### src/rtl/t05_display_pkg.sv
// Shared constants and the hex-to-segment encoder for the team_05 display driver.
// Segment bytes are active-high {g,f,e,d,c,b,a}, with bit 0 = segment a.
package t05_display_pkg;

  localparam logic [6:0] SEG_BLANK = 7'h00;

  localparam logic [6:0] SEG7_LUT [0:15] = '{
    7'h3F, 7'h06, 7'h5B, 7'h4F, 7'h66, 7'h6D, 7'h7D, 7'h07,
    7'h7F, 7'h6F, 7'h77, 7'h7C, 7'h39, 7'h5E, 7'h79, 7'h71
  };

  function automatic logic [6:0] seg7_encode(input logic [3:0] hex);
    return SEG7_LUT[hex];
  endfunction

endpackage

### src/rtl/t05_hex7seg.sv
// Combinational hex digit to seven-segment decoder.
// Used for the scanned digit and for every byte of the parallel image.
module t05_hex7seg
  import t05_display_pkg::*;
(
  input  logic [3:0] hex,
  output logic [6:0] seg
);

  assign seg = seg7_encode(hex);

endmodule

### src/rtl/t05_display_scan.sv
// Time-multiplexed seven-segment driver with a frame-synchronous double buffer,
// per-digit enable/blink, leading-zero blanking and a parallel segment image.
module t05_display_scan
  import t05_display_pkg::*;
#(
  parameter int NUM_DIGITS   = 8,
  parameter int SCAN_DIV     = 1024,
  parameter int BLINK_FRAMES = 64
) (
  input  logic                    clk,
  input  logic                    rst,
  input  logic                    load,
  input  logic [4*NUM_DIGITS-1:0] seq,
  input  logic [NUM_DIGITS-1:0]   digit_en,
  input  logic [NUM_DIGITS-1:0]   blink_en,
  input  logic                    blank_lz,
  output logic [6:0]              seg,
  output logic [NUM_DIGITS-1:0]   dig_sel,
  output logic [8*NUM_DIGITS-1:0] ssds,
  output logic                    frame_done
);

  localparam int IDX_W   = (NUM_DIGITS > 1) ? $clog2(NUM_DIGITS) : 1;
  localparam int PRESC_W = (SCAN_DIV > 1) ? $clog2(SCAN_DIV) : 1;
  localparam int FRM_W   = (BLINK_FRAMES > 1) ? $clog2(BLINK_FRAMES) : 1;

  localparam logic [IDX_W-1:0]   LAST_IDX   = IDX_W'(NUM_DIGITS - 1);
  localparam logic [PRESC_W-1:0] LAST_PRESC = PRESC_W'(SCAN_DIV - 1);
  localparam logic [FRM_W-1:0]   LAST_FRM   = FRM_W'(BLINK_FRAMES - 1);

  logic [4*NUM_DIGITS-1:0] active_q, active_d;
  logic [4*NUM_DIGITS-1:0] pending_q, pending_d;
  logic                    pend_valid_q, pend_valid_d;
  logic [IDX_W-1:0]        idx_q, idx_d;
  logic [PRESC_W-1:0]      presc_q, presc_d;
  logic [FRM_W-1:0]        frm_cnt_q, frm_cnt_d;
  logic                    phase_q, phase_d;
  logic [6:0]              seg_q, seg_d;
  logic [NUM_DIGITS-1:0]   dig_sel_q, dig_sel_d;
  logic [8*NUM_DIGITS-1:0] ssds_q, ssds_d;
  logic                    frame_done_q, frame_done_d;

  logic                    tick;
  logic                    boundary;
  logic                    all_zero;
  logic [NUM_DIGITS-1:0]   visible;
  logic [3:0]              scan_hex;
  logic                    scan_vis;
  logic [6:0]              scan_seg;
  logic [7*NUM_DIGITS-1:0] digit_seg;

  assign tick     = (presc_q == LAST_PRESC);
  assign boundary = tick && (idx_q == LAST_IDX);

  // Walk from the most significant digit down so the zero run includes digit i.
  always_comb begin
    all_zero = 1'b1;
    visible  = '0;
    for (int i = NUM_DIGITS - 1; i >= 0; i--) begin
      all_zero   = all_zero & (active_q[4*i +: 4] == 4'h0);
      visible[i] = digit_en[i] & ~(blink_en[i] & phase_q)
                 & ~(blank_lz & (i != 0) & all_zero);
    end
  end

  always_comb begin
    scan_hex = 4'h0;
    scan_vis = 1'b0;
    for (int i = 0; i < NUM_DIGITS; i++) begin
      if (idx_q == IDX_W'(i)) begin
        scan_hex = active_q[4*i +: 4];
        scan_vis = visible[i];
      end
    end
  end

  t05_hex7seg u_scan_hex (
    .hex (scan_hex),
    .seg (scan_seg)
  );

  for (genvar g = 0; g < NUM_DIGITS; g++) begin : g_par_hex
    t05_hex7seg u_hex (
      .hex (active_q[4*g +: 4]),
      .seg (digit_seg[7*g +: 7])
    );
  end

  always_comb begin
    presc_d = tick ? '0 : presc_q + 1'b1;

    idx_d = idx_q;
    if (tick) begin
      idx_d = (idx_q == LAST_IDX) ? '0 : idx_q + 1'b1;
    end

    // Active only changes at a frame boundary; a load landing on the boundary goes straight in.
    active_d     = active_q;
    pending_d    = pending_q;
    pend_valid_d = pend_valid_q;
    if (boundary) begin
      if (load) begin
        active_d = seq;
      end else if (pend_valid_q) begin
        active_d = pending_q;
      end
      pend_valid_d = 1'b0;
    end else if (load) begin
      pending_d    = seq;
      pend_valid_d = 1'b1;
    end

    frm_cnt_d = frm_cnt_q;
    phase_d   = phase_q;
    if (boundary) begin
      if (frm_cnt_q == LAST_FRM) begin
        frm_cnt_d = '0;
        phase_d   = ~phase_q;
      end else begin
        frm_cnt_d = frm_cnt_q + 1'b1;
      end
    end

    seg_d     = scan_vis ? scan_seg : SEG_BLANK;
    dig_sel_d = NUM_DIGITS'(1) << idx_q;
    ssds_d    = '0;
    for (int i = 0; i < NUM_DIGITS; i++) begin
      ssds_d[8*i +: 8] = {1'b0, visible[i] ? digit_seg[7*i +: 7] : SEG_BLANK};
    end
    frame_done_d = boundary;
  end

  always_ff @(posedge clk) begin
    if (rst) begin
      active_q     <= '0;
      pending_q    <= '0;
      pend_valid_q <= 1'b0;
      idx_q        <= '0;
      presc_q      <= '0;
      frm_cnt_q    <= '0;
      phase_q      <= 1'b0;
      seg_q        <= '0;
      dig_sel_q    <= '0;
      ssds_q       <= '0;
      frame_done_q <= 1'b0;
    end else begin
      active_q     <= active_d;
      pending_q    <= pending_d;
      pend_valid_q <= pend_valid_d;
      idx_q        <= idx_d;
      presc_q      <= presc_d;
      frm_cnt_q    <= frm_cnt_d;
      phase_q      <= phase_d;
      seg_q        <= seg_d;
      dig_sel_q    <= dig_sel_d;
      ssds_q       <= ssds_d;
      frame_done_q <= frame_done_d;
    end
  end

  assign seg        = seg_q;
  assign dig_sel    = dig_sel_q;
  assign ssds       = ssds_q;
  assign frame_done = frame_done_q;

endmodule
### config.mk
export PLATFORM = sky130hd
export DESIGN_NAME = t05_display_scan
export DESIGN_NICKNAME = d
export VERILOG_FILES = /design/src/rtl/t05_display_pkg.sv /design/src/rtl/t05_hex7seg.sv /design/src/rtl/t05_display_scan.sv
export SDC_FILE = /design/constraint.sdc
export NUM_CORES = 1
export LEC_CHECK = 0
export BUFFER_PORTS_ARGS = -buffer_cell sky130_fd_sc_hd__clkbuf_2
export CORE_MARGIN = 2
export CORE_UTILIZATION = 50
export CTS_CLUSTER_DIAMETER = 50
export DETAILED_ROUTE_END_ITERATION = 16
export PLACE_DENSITY = 0.84
export SYNTH_ARGS = -nofsm -noshare
export SYNTH_HDL_FRONTEND = slang
export SYNTH_SLANG_ARGS = --single-unit
### constraint.sdc
create_clock -name clk -period 5.2 [get_ports clk]
set_input_delay 0 -clock clk [delete_from_list [all_inputs] [get_ports clk]]
set_output_delay 0 -clock clk [all_outputs]
set_load 0.03 [all_outputs]
==> run metrics <==
result of the run=finished clean; core footprint=15800 sq um; Post-Synthesis Cells=just over 900; cell type with the largest total area after synthesis=dfxtp_1; Port Buf Inserts=between 100 and 150; worst hold-check path type=in2reg; highest clock rate=258 MHz; total power density per cell area=around 270 nW/um^2; compound-gate portion of the synthesized area=between 10% and 20%; layout cell share with drive strength beyond 1=17.9%; worst-path fanout max=21; post-layout minimum cycle time=3.88 ns; Root Driver=clkbuf_16; number of clock sinks seen by CTS=157; RSZ-0062 raised after global routing=false; Max-Cap Viols=0; largest net degree at the start of global routing=88; final setup violation count=0; chip width=131 microns; post-DR vias/cell=about 5.6; area added between synthesis and finish=18.6%; starting utilization of the core area=51.1%; post-synthesis instance area=slightly above 8000 sq um; first-pass GRT wire length=around 33000 microns; residual overflow from global routing=0; number of detailed-route iterations in the first pass=5; signal arrival time at the worst endpoint=4.23 ns; TritonCTS clock tree=yes; basic-gate share of the synthesized area counting and, or, nand and nor cells=~18%; adder and majority gate portion of the synthesized area=10.1%; main combinational cell family by area after synthesis=simple AND/OR/NAND/NOR gates; Hold WS=0.0412 ns; Total Power Consumption=0.00262 W; net count reported at finish=1163; post-route fraction of the period consumed by the critical path=74.6%; cells taking the most area after synthesis=dfxtp_1 39%, ha_1 10%, nand2_1 5.7%; antenna violations before repair=0; via count=7099; total wire length after detailed routing=19900 microns; proportion of power drawn by flip-flops and latches=47.8%; net switching power=0.000673 W; max-slew violation count=0; Synth Area in XOR/XNOR=about 1.6%; Global Route Usage Sum=a little under a quarter; Synth Warn #=0; floorplan row count=46; dpl hpwl=13400 microns; most instantiated flip-flop cell in the synthesis netlist=dfxtp_1; number of flops mapped to enable cells by yosys=0; I/O Pins=around 130; remaining routing DRC violations=0; Clk Latency, worst-skew pair=0.44 ns; Max Root-Sink Buffers=2; post-route clock skew=0.0144 ns; H-tree Lvls=4; type of origin of the critical path=flip-flop; Die Height=~130 microns; Net Sw Frac=25.7%; count of distinct cell types in the synthesized netlist=58; Inserted Diodes=0; proportion of power drawn by the clock network=44.2%; most common library cell in the layout ignoring fill and taps=dfxtp_1; Worst EP required=5.55 ns; Yosys reg bits=157; share of synthesized registers carrying an async set or reset=0%; count of final hold-check violations=0; Worst setup EP type=flip-flop; Syn Area/Cell=~8.7 sq um; per-cell routed wire length=15.6 microns; clock-pin slew on the worst setup and hold paths=0.07 ns; global placer's final weighted congestion=0.894; fraction of synthesized cell area taken by the top area cell type=between 30% and 40%; antenna-violating nets left=0; transition at the pin with the smallest max-transition slack=1.12 ns; number of global-route vias before repair=6548; Worst Reg-to-Reg Cells=10; worst max-slew margin expressed relative to the limit=between 20% and 30%; Die ar.=roughly 17000 sq um; multiplexer fraction of the synthesized cell area=approximately 8.9%; Gate power share=8.0%; Pleak=4.00 nW; initial DRC count=609; number of buffers inserted during clock tree synthesis=17; type of the worst setup path=reg2reg; count of cells along the worst hold path=3; internal power of the cells=0.00194 W; setup TNS=0 ns; Max IR drop VDD=0.226 mV; post-synthesis sequential area ratio=38.8%; commonest non-fill, non-tap cells in the layout=157 x dfxtp_1, 123 x nand2_1, 123 x clkbuf_2
-- synth_stat cells, types with 6 or more instances --
library cell and count:
a32o_1 7, nand2_1 123, buf_4 10, nor2_1 107, nand4_1 9, mux2i_1 44
xor2_1 8, xnor2_1 7, nor2b_1 6, a221oi_1 10, clkbuf_1 47, and3_1 9
a21oi_1 61, buf_2 9, a211oi_1 59, mux4_2 7, nand3_1 14, o21ai_0 21
nor3_1 16, dfxtp_1 157, ha_1 65, o211ai_1 7, mux2_2 11, inv_1 41
o22ai_1 6
-- metrics by stage --
step	setup WS [ns]	instances	util, %	area [sq um]
2_1_floorplan	2.29	938	-	8120
3_3_place_gp	1.61	1210	55.1	8720
3_5_place_dp	1.43	1210	55.1	8720
4_1_cts	1.41	1275	60.6	9600
5_1_grt	0.907	1275	60.6	9600
6_report	1.32	1275	60.6	9600
-- path summary, 6_finish.rpt --
kind	startpoint	endpoint	slack (ns)
worst max-delay path	idx_q[2]	seg[3]	1.32
worst min-delay path	digit_en[2]	ssds[16]	0.04
worst max register to register	idx_q[2]	seg[3]	1.32
worst min register to register	pending_q[0]	pending_q[0]	0.45
-- per-layer routing --
metal,wire length (microns),vias up,track usage [%]
met5,0,-,0
met4,558,0,9.66
met3,1290,41,4.71
met2,9480,284,37.4
met1,8520,3304,31.0
li1,-,3470,-
-- state kept, by name, summed over array words and instances, names as in the netlist --
register	cells
seg	7
presc_q	10
ssds	56
dig_sel	8
idx_q	3
frame_done	1
active_q	32
frm_cnt_q	6
pending_q	32
phase_q	1
pend_valid_q	1
-- power groups by stage --
stage	registers [W]	logic, W	clock network, W
after floorplan	0.00131	0.0000884	0
after global placement	0.00128	0.000185	0
after detailed placement	0.00128	0.000186	0
after CTS	0.00125	0.000206	0.00117
after global routing	0.00125	0.000225	0.00123
final	0.00125	0.000209	0.00116
-- kinds of logic after synthesis --
| family | count (synthesis) |
|---|---|
| multiplexers | 62 |
| adder cells (fa/ha/maj) | 65 |
| AO/OA/AOI/OAI | 202 |
| AND/OR/NAND/NOR | 316 |
| flip-flops | 157 |
| XOR/XNOR | 15 |
| other | 1 |
| buffers and inverters | 113 |
-- worst max-delay path: stages (launching register included) --
cell and delay (ns):
dfxtp_1 0.71, inv_1 0.29, ha_1 0.38, nor2b_1 0.17, a2111oi_0 0.34, a2111oi_0 0.17
a221oi_1 0.65, inv_1 0.22, ha_1 0.29, or3_1 0.37, a41oi_1 0.20
-- timing repair --
action | 4_1_cts | 5_1_grt
resized for setup | 0 | 0
setup buffers | 0 | 0
endpoints found under the setup margin | 0 | 0
hold buffers | 33 | 0
endpoints found under the hold margin | 59 | 0
-- cell type report --
type / count / area [sq um]
clock buffer: 18 / 439
clock inverter: 14 / 110
fill: 1315 / 6230
inverter: 42 / 158
multi-input combinational: 668 / 4500
sequential: 157 / 3140
tap: 216 / 270
timing repair buffer: 160 / 976
(Power assumes the default switching activity.)
